File: src/rtl/uart_rx_ctrl.sv
// ---------------------------------------------------------------------------
// uart_rx_ctrl
//   Receive-side sequencer for a UART. Synchronises the raw rx line, enables
//   the external baud sampler on a start edge, shifts one frame in using the
//   sampler's mid-bit pulses, checks start/parity/stop and hands the byte to
//   a consumer over a valid/ready handshake.
//
// Ports
//   sysclk        in   system clock, all logic on the rising edge
//   rst_n         in   asynchronous active-low reset
//   rx            in   raw serial line, idle high, asynchronous to sysclk
//   sample_en     out  sampler enable; low holds the sampler count at zero
//   sample_pulse  in   one-cycle mid-bit strobe from the sampler
//   rx_data       out  received byte, stable while rx_valid is high
//   rx_valid      out  rx_data holds an unconsumed byte
//   rx_ready      in   consumer takes rx_data when rx_valid & rx_ready
//   frame_err     out  one-cycle pulse: stop bit sampled low
//   parity_err    out  one-cycle pulse: parity mismatch
//   overrun       out  one-cycle pulse: good frame dropped, holding reg full
//   busy          out  high whenever the receiver is not idle
// ---------------------------------------------------------------------------
module uart_rx_ctrl #(
    parameter int DATA_BITS   = 8,  // 5..9, LSB first
    parameter int PARITY_EN   = 0,
    parameter int PARITY_ODD  = 0,
    parameter int SYNC_STAGES = 2   // 2..3
) (
    input  logic                 sysclk,
    input  logic                 rst_n,
    input  logic                 rx,
    output logic                 sample_en,
    input  logic                 sample_pulse,
    output logic [DATA_BITS-1:0] rx_data,
    output logic                 rx_valid,
    input  logic                 rx_ready,
    output logic                 frame_err,
    output logic                 parity_err,
    output logic                 overrun,
    output logic                 busy
);

    localparam logic [2:0] S_IDLE   = 3'd0;
    localparam logic [2:0] S_START  = 3'd1;
    localparam logic [2:0] S_DATA   = 3'd2;
    localparam logic [2:0] S_PARITY = 3'd3;
    localparam logic [2:0] S_STOP   = 3'd4;
    localparam logic [2:0] S_BRK    = 3'd5;

    localparam int CNT_W = $clog2(DATA_BITS);

    logic [SYNC_STAGES-1:0] sync_q;
    logic                   rx_s;
    logic                   rx_s_d;
    logic                   fall;
    logic [2:0]             state;
    logic [2:0]             state_next;
    logic                   en_next;
    logic [CNT_W-1:0]       bit_cnt;
    logic                   last_bit;
    logic [DATA_BITS-1:0]   shreg;
    logic                   par_bad;
    logic                   parity_exp;
    logic                   deliver;
    logic                   frame_bad;
    logic                   parity_bad;

    assign rx_s       = sync_q[SYNC_STAGES-1];
    assign fall       = rx_s_d & ~rx_s;
    assign last_bit   = (bit_cnt == CNT_W'(DATA_BITS - 1));
    // Even parity bit equals XOR of the data; odd parity is its complement.
    assign parity_exp = (^shreg) ^ (PARITY_ODD != 0);
    assign busy       = (state != S_IDLE);

    // Next-state decode; also flags the single cycle in which the frame's
    // fate (deliver, frame error, parity error) is decided.
    always_comb begin
        // NOTE: every output of this block gets a default first, so no path leaves it unassigned and no latch is inferred.
        state_next = state;
        deliver    = 1'b0;
        frame_bad  = 1'b0;
        parity_bad = 1'b0;
        case (state)
            S_IDLE:   if (fall) state_next = S_START;
            // A start bit that is high again at mid-bit was a glitch.
            S_START:  if (sample_pulse) state_next = rx_s ? S_IDLE : S_DATA;
            S_DATA:   if (sample_pulse && last_bit)
                          state_next = (PARITY_EN != 0) ? S_PARITY : S_STOP;
            S_PARITY: if (sample_pulse) state_next = S_STOP;
            S_STOP: begin
                if (sample_pulse) begin
                    if (!rx_s) begin
                        // Low stop bit: report once, then sit out the break.
                        state_next = S_BRK;
                        frame_bad  = 1'b1;
                    end else begin
                        state_next = S_IDLE;
                        if (par_bad) parity_bad = 1'b1;
                        else         deliver    = 1'b1;
                    end
                end
            end
            S_BRK:    if (rx_s) state_next = S_IDLE;
            default:  state_next = S_IDLE;
        endcase
    end

    assign en_next = (state_next == S_START) || (state_next == S_DATA) ||
                     (state_next == S_PARITY) || (state_next == S_STOP);

    // Synchroniser, edge detect, state and sampler enable.
    always_ff @(posedge sysclk or negedge rst_n) begin
        if (!rst_n) begin
            // Line idles high, so preset the synchroniser to avoid a false start edge.
            sync_q    <= '1;
            rx_s_d    <= 1'b1;
            state     <= S_IDLE;
            sample_en <= 1'b0;
        end else begin
            // NOTE: state registers use non-blocking assignments so every flop samples pre-edge values.
            sync_q    <= {sync_q[SYNC_STAGES-2:0], rx};
            rx_s_d    <= rx_s;
            state     <= state_next;
            sample_en <= en_next;
        end
    end

    // Frame datapath: bit counter, shift register, parity check.
    always_ff @(posedge sysclk or negedge rst_n) begin
        if (!rst_n) begin
            // NOTE: the shift register is plain flops, not a RAM, so it is reset too; no partial byte survives a reset.
            bit_cnt <= '0;
            shreg   <= '0;
            par_bad <= 1'b0;
        end else if (sample_pulse) begin
            case (state)
                S_START: begin
                    bit_cnt <= '0;
                    par_bad <= 1'b0;
                end
                S_DATA: begin
                    // LSB arrives first, so shifting in at the MSB leaves it at bit 0.
                    shreg   <= {rx_s, shreg[DATA_BITS-1:1]};
                    bit_cnt <= bit_cnt + 1'b1;
                end
                S_PARITY: par_bad <= (rx_s != parity_exp);
                default: ;
            endcase
        end
    end

    // Holding register, handshake and error pulses.
    always_ff @(posedge sysclk or negedge rst_n) begin
        if (!rst_n) begin
            rx_data    <= '0;
            rx_valid   <= 1'b0;
            frame_err  <= 1'b0;
            parity_err <= 1'b0;
            overrun    <= 1'b0;
        end else begin
            frame_err  <= frame_bad;
            parity_err <= parity_bad;
            // A byte still waiting and not taken this cycle wins over the new one.
            overrun    <= deliver & rx_valid & ~rx_ready;
            if (deliver) begin
                if (!rx_valid || rx_ready) begin
                    rx_data  <= shreg;
                    rx_valid <= 1'b1;
                end
            end else if (rx_valid && rx_ready) begin
                rx_valid <= 1'b0;
            end
        end
    end

endmodule

File: config.mk
export PLATFORM = sky130hd
export DESIGN_NAME = uart_rx_ctrl
export DESIGN_NICKNAME = d
export VERILOG_FILES = /design/src/rtl/uart_rx_ctrl.sv
export SDC_FILE = /design/constraint.sdc
export NUM_CORES = 1
export LEC_CHECK = 0
export CAP_MARGIN = 30
export CORE_MARGIN = 3
export CORE_UTILIZATION = 50
export DETAILED_ROUTE_END_ITERATION = 8
export GPL_TIMING_DRIVEN = 0
export HOLD_SLACK_MARGIN = 0.15
export MAX_ROUTING_LAYER = met4
export PLACE_DENSITY = 0.76
export SYNTH_ARGS = -nofsm -noshare
export SYNTH_HDL_FRONTEND = slang
export SYNTH_SLANG_ARGS = --single-unit
File: constraint.sdc
create_clock -name sysclk -period 2.2 [get_ports sysclk]
set_input_delay 0.33 -clock sysclk [delete_from_list [all_inputs] [get_ports sysclk]]
set_output_delay 0.33 -clock sysclk [all_outputs]
set_load 0.05 [all_outputs]
==> results of run 1 <==
sequential cells by signal, indices dropped and copies added, names as in the netlist:
signal / flops
parity_err: 1
sync_q: 2
state: 3
bit_cnt: 3
frame_err: 1
sample_en: 1
overrun: 1
shreg: 8
par_bad: 1
rx_data: 8
rx_valid: 1
rx_s_d: 1
metal layers:
layer | share of wire | routed length (um) | global-route usage
met1 | 0.45 | 1060 | 0.195
met5 | 0 | 0 | -
met2 | 0.48 | 1130 | 0.259
met4 | 0.015 | 36 | 0.0874
met3 | 0.050 | 118 | 0.0482
through the flow:
step                instances   util  setup slack (ns)  instance area (um^2)
floorplan                 109      -             0.671                  1390
global placement          156  0.623             0.136                  1600
detailed placement        157  0.634             0.119                  1630
CTS                       165  0.667            0.0170                  1710
global route              165  0.666             0.115                  1710
finish                    165  0.666             0.216                  1710
cells in the final DEF, fill, tap and decap left out, types with 2 or more instances in the layout:
cell type         n
ha_1              2
clkbuf_4          5
o32ai_1           2
nor2_1            5
nand2_1           9
dfstp_2           3
a22o_1            3
buf_2             3
dfrtp_1          28
o21ai_0           5
clkdlybuf4s50_1  16
o21a_1            2
xnor2_1           6
clkbuf_1          2
mux2_2           16
nand2b_1          3
cell usage after synthesis:
cell,number,area [um^2]
nor3_1,1,5.00
o21a_1,2,15.0
buf_4,1,7.51
and3b_1,1,8.76
nand4_2,1,12.5
a22o_1,3,26.3
buf_6,1,11.3
dfstp_2,3,78.8
and2b_1,1,7.51
nor2_4,1,11.3
mux2_2,16,180
xnor2_1,6,52.6
clkbuf_1,2,7.51
o21ai_0,5,25.0
or2b_1,1,7.51
dfrtp_1,28,701
o21bai_1,1,7.51
ha_1,2,25.0
o22ai_1,1,6.26
and4b_1,1,10.0
a32oi_1,1,8.76
nand3_1,1,5.00
a21oi_1,1,5.00
xnor3_1,1,22.5
o32ai_1,2,17.5
inv_1,1,3.75
nand2b_1,3,18.8
or3_1,1,6.26
nand2_1,9,33.8
o21ai_1,1,5.00
and3_1,1,6.26
buf_2,3,15.0
nor2_1,5,18.8
nand3b_4,1,20.0
repair_timing:
item                                    4_1_cts  5_1_grt
endpoints found under the setup margin        1        1
cloned                                        0        0
gates resized for setup                       1        2
area by class of cell:
class / instances / area share
repair buffers: 18 / 0.113
plain buffers: 7 / 0.0242
multi-input cells: 70 / 0.332
clock inverters: 2 / 0.0205
well taps: 30 / 0.0220
clock buffers: 6 / 0.0300
flip-flops and latches: 31 / 0.456
inverters: 1 / 0.00220
logic make-up after synthesis:
group / Yosys count
mux: 16
compound gates: 17
buf+inv: 8
simple gates: 28
flops: 31
fa+ha+maj: 2
xor+xnor: 7
how the worst min path moves through the flow:
stage	startpoint	endpoint	slack [ns]	depth (start not counted)
final	sample_pulse	sample_en	0.33	2
after global routing	sample_pulse	sample_en	0.33	2
after CTS	sample_pulse	sample_en	0.32	2
after detailed placement	sync_q[0]	sync_q[1]	0.35	0
after global placement	sync_q[0]	sync_q[1]	0.35	0
after floorplan	rst_n	bit_cnt[0]	0.03	0
worst max-delay path, cell delays in order (launching register included):
cell and delay (ns):
dfrtp_1 0.39, buf_6 0.15, clkbuf_1 0.21, or3_1 0.34
clkbuf_2 0.24
where the power goes:
part | internal (mW) | switching, mW
clock network | 0.268 | 0.190
registers | 0.712 | 0.117
logic | 0.452 | 0.514
==> impl_metrics.env, run 1 <==
export IMPL_period_minus_slack_ns=1.98
export IMPL_cts_clk_slew_worst_paths_ns=0.09
export IMPL_synth_cell_types=34
export IMPL_postRouteAntennaNets=0
export IMPL_drive_above_1_share=0.274
export IMPL_grt_pass1_vias=917
export IMPL_syn2layout_area_growth_pct=22.7
export IMPL_slew_headroom=0.628
export IMPL_ios=19
export IMPL_ys_seq_elements=31
export IMPL_nets=141
export IMPL_cts_hold_buf=0
export IMPL_path_class="flop to output port"
export IMPL_grt_max_degree=23
export IMPL_vias=897
export IMPL_fill_cells=204
export IMPL_vdd_drop_max_v=0.000967
export IMPL_r2r_end="rx_data[4]"
export IMPL_seqCellArea_um2=779
export IMPL_crit_start="state[0]"
export IMPL_multi_input_area_um2=568
export IMPL_fin_tns_setup_ns=0
export IMPL_antenna_found_initial=0
export IMPL_r2r_cells=4
export IMPL_post_cts_buffers=0
export IMPL_worstMarginPinSlew_ns=0.556
export IMPL_syn_num_nets=116
export IMPL_rsz0062_at_grt="no"
export IMPL_cts_buffer_depth=2
export IMPL_cts_root_buf="clkbuf_4"
export IMPL_cts_tree="yes"
export IMPL_clock_skew_ns=0.00804
export IMPL_worstPathMaxFanout=10
export IMPL_viasPerCell=5.44
export IMPL_total_power_mw=2.25
export IMPL_powerDensity_mw_per_mm2=1320
export IMPL_fp_row_count=18
export IMPL_setup_viol=0
export IMPL_syn_mean_instance_area_um2=12.8
export IMPL_gp_congestion=0.769
export IMPL_hpwl_mm=1.65
export IMPL_cp_required_ns=1.87
export IMPL_io_buffers=17
export IMPL_htreeDepth=2
export IMPL_synth_warnings=0
export IMPL_wl_per_cell_um=14.2
export IMPL_grt_pass1_wl_mm=4.07
export IMPL_outcome="complete, no violations"
export IMPL_cp_start_kind="flop"
export IMPL_track_usage=0.167
export IMPL_clock_latency_ns=0.32
export IMPL_chipHeight_um=58.8
export IMPL_grt_ovfl_total=0
export IMPL_r2r_start="sync_q[1]"
export IMPL_r2r_setup_slack_ns=0.66
export IMPL_start_util=0.542
export IMPL_synth_simple_area_share=0.123
export IMPL_drtPass1Iterations=4
export IMPL_synth_compound_area_frac=0.0836
export IMPL_routed_wirelength_mm=2.34
export IMPL_cp_arrival_ns=1.65
export IMPL_ys_seq_area_frac=0.560
export IMPL_drv_cap=0
export IMPL_dieArea_mm2=0.00345
export IMPL_fmax_mhz=504
export IMPL_diodes=0
export IMPL_netlist_area_mm2=0.00139
export IMPL_synth_adder_area_share=0.0180
export IMPL_slew_viol_final=0
export IMPL_coreArea_mm2=0.00257
export IMPL_min_path_type="primary input to flop"
export IMPL_hold_viol_final=0
export IMPL_hold_worst_slack_ns=0.330
export IMPL_critPathCaptureType="output port"
export IMPL_post_synth_mux_area_share=0.129
export IMPL_die_w_um=58.8
export IMPL_cts_sink_count=31
export IMPL_post_route_period_util=0.902
export IMPL_synth_top_family_by_area="multiplexers"
export IMPL_endpoint="busy"
export IMPL_numCtsBuffers=5
export IMPL_synth_xor_area_frac=0.0539
export IMPL_syn_inst=109
export IMPL_drt_iter0_markers=17
export IMPL_drc=0
export IMPL_leakage_nw=0.794
(Power assumes the default switching activity.)
==> inputs of run 2 (changes only) <==
==> constraint.sdc (replaced) <==
create_clock -name sysclk -period 2.05 [get_ports sysclk]
set_input_delay 0.3075 -clock sysclk [delete_from_list [all_inputs] [get_ports sysclk]]
set_output_delay 0.3075 -clock sysclk [all_outputs]
set_load 0.05 [all_outputs]
==> run 2 against run 1 <==
Effect of this change:
- final area stayed put
- via count did not move
- critical path type unchanged
- critical path depth unchanged
- count of clock-buffer cells in the layout is the same
- sequential cell count is the same
- power rose by 7.3%
- global-route usage is the same
- combinational power up 8%
- clock power up 7.2%
==> impl_metrics.env, run 2 (synthesized netlist as in run 1, its figures left out) <==
export IMPL_outcome="complete, no violations"
export IMPL_numCtsBuffers=5
export IMPL_min_path_type="primary input to flop"
export IMPL_drive_above_1_share=0.274
export IMPL_grt_max_degree=23
export IMPL_viasPerCell=5.44
export IMPL_leakage_nw=0.794
export IMPL_cts_sink_count=31
export IMPL_cts_root_buf="clkbuf_4"
export IMPL_cp_required_ns=1.74
export IMPL_drt_iter0_markers=17
export IMPL_fmax_mhz=518
export IMPL_grt_ovfl_total=0
export IMPL_worstPathMaxFanout=10
export IMPL_final_cell_mix="dfrtp_1 (28), mux2_2 (16), clkdlybuf4s50_1 (16)"
export IMPL_multi_input_area_um2=568
export IMPL_worstMarginPinSlew_ns=0.556
export IMPL_routed_wirelength_mm=2.34
export IMPL_io_buffers=17
export IMPL_critPathCaptureType="output port"
export IMPL_setup_viol=0
export IMPL_post_route_period_util=0.942
export IMPL_clock_latency_ns=0.32
export IMPL_layout_commonest_cell="dfrtp_1"
export IMPL_dpl_instance_area_mm2=0.00163
export IMPL_start_util=0.542
export IMPL_slew_viol_final=0
export IMPL_ios=19
export IMPL_rsz0062_at_grt="no"
export IMPL_cts_resized_gates=5
export IMPL_r2r_cells=4
export IMPL_fp_row_count=18
export IMPL_hold_path_depth=2
export IMPL_antenna_found_initial=0
export IMPL_grt_pass1_vias=917
export IMPL_chipHeight_um=58.8
export IMPL_track_usage=0.167
export IMPL_vdd_drop_max_v=0.00104
export IMPL_critical_path_cell_chain="buf_6, clkbuf_1, or3_1, buf_2"
export IMPL_period_minus_slack_ns=1.93
export IMPL_drv_cap=0
export IMPL_powerDensity_mw_per_mm2=1420
export IMPL_wl_per_cell_um=14.2
export IMPL_syn2layout_area_growth_pct=22.7
export IMPL_drtPass1Iterations=4
export IMPL_htreeDepth=2
export IMPL_cts_tree="yes"
export IMPL_diodes=0
export IMPL_cts_hold_buf=0
export IMPL_fill_cells=204
export IMPL_dieArea_mm2=0.00345
export IMPL_cts_buffer_depth=2
export IMPL_hold_worst_slack_ns=0.307
export IMPL_gp_congestion=0.769
export IMPL_slew_headroom=0.628
export IMPL_grt_pass1_wl_mm=4.07
export IMPL_hold_viol_final=0
export IMPL_seqCellArea_um2=779
export IMPL_path_buf_inv=3
export IMPL_drc=0
export IMPL_reg_top3="rx_data (8), shreg (8)"
export IMPL_clock_skew_ns=0.00804
export IMPL_coreArea_mm2=0.00257
export IMPL_post_cts_buffers=0
export IMPL_nets=141
export IMPL_path_depth=4
export IMPL_path_class="flop to output port"
export IMPL_slowest_delay_ns=0.39
export IMPL_hpwl_mm=1.65
export IMPL_cts_clk_slew_worst_paths_ns=0.09
export IMPL_cp_arrival_ns=1.62
export IMPL_postRouteAntennaNets=0
export IMPL_vias=897
export IMPL_die_w_um=58.8
export IMPL_total_power_mw=2.42
export IMPL_crit_family="buffers and inverters"
export IMPL_cp_start_kind="flop"
export IMPL_cpMaxStageDelayCell="dfrtp_1"
export IMPL_final_area_mm2=0.00171
[run 2: layout make-up]
type | instances | area share
sequential | 31 | 0.456
buffer | 7 | 0.0242
inverter | 1 | 0.00220
tap | 30 | 0.0220
multi-input combinational | 70 | 0.332
timing repair buffer | 18 | 0.113
clock inverter | 2 | 0.0205
clock buffer | 6 | 0.0300
[run 2: per-stage QoR]
step / setup WS (ns) / setup TNS [ns] / instances / utilization
finish: 0.119 / 0 / 165 / 0.666
global route: 0.0173 / 0 / 165 / 0.666
CTS: 0.108 / 0 / 165 / 0.666
detailed placement: -0.00893 / -0.00893 / 157 / 0.634
global placement: 0.00890 / 0 / 156 / 0.623
floorplan: 0.544 / 0 / 109 / -
[run 2: worst paths after layout]
| kind | endpoint | slack (ns) | start |
|---|---|---|---|
| max | busy | 0.12 | state[0] |
| min | sample_en | 0.31 | sample_pulse |
| max reg2reg | rx_data[4] | 0.51 | sync_q[1] |
| min reg2reg | sync_q[1] | 0.36 | sync_q[0] |
| max in group asynchronous | rx_s_d | 1.14 | rst_n |
| min in group asynchronous | state[0] | 0.34 | rst_n |
[run 2: worst register-to-register path: cells and delay by family, from the launching register on]
family / cells / cell delay (ns)
AND/OR/NAND/NOR: 2 / 0.41
flip-flops: 1 / 0.53
multiplexers: 1 / 0.30
buffers and inverters: 1 / 0.19
[run 2: report_power, final]
part / total [mW] / switching [mW] / internal [mW]
Clock: 0.492 / 0.204 / 0.288
Sequential: 0.890 / 0.125 / 0.765
Combinational: 1.04 / 0.552 / 0.486
Total: 2.42 / 0.881 / 1.54
[run 2: per-layer routing]
metal / track usage / routed length (um) / vias up
met5: - / 0 / -
met4: 0.0874 / 36 / 0
met3: 0.0482 / 118 / 6
met2: 0.259 / 1130 / 22
met1: 0.195 / 1060 / 437
li1: - / - / 432
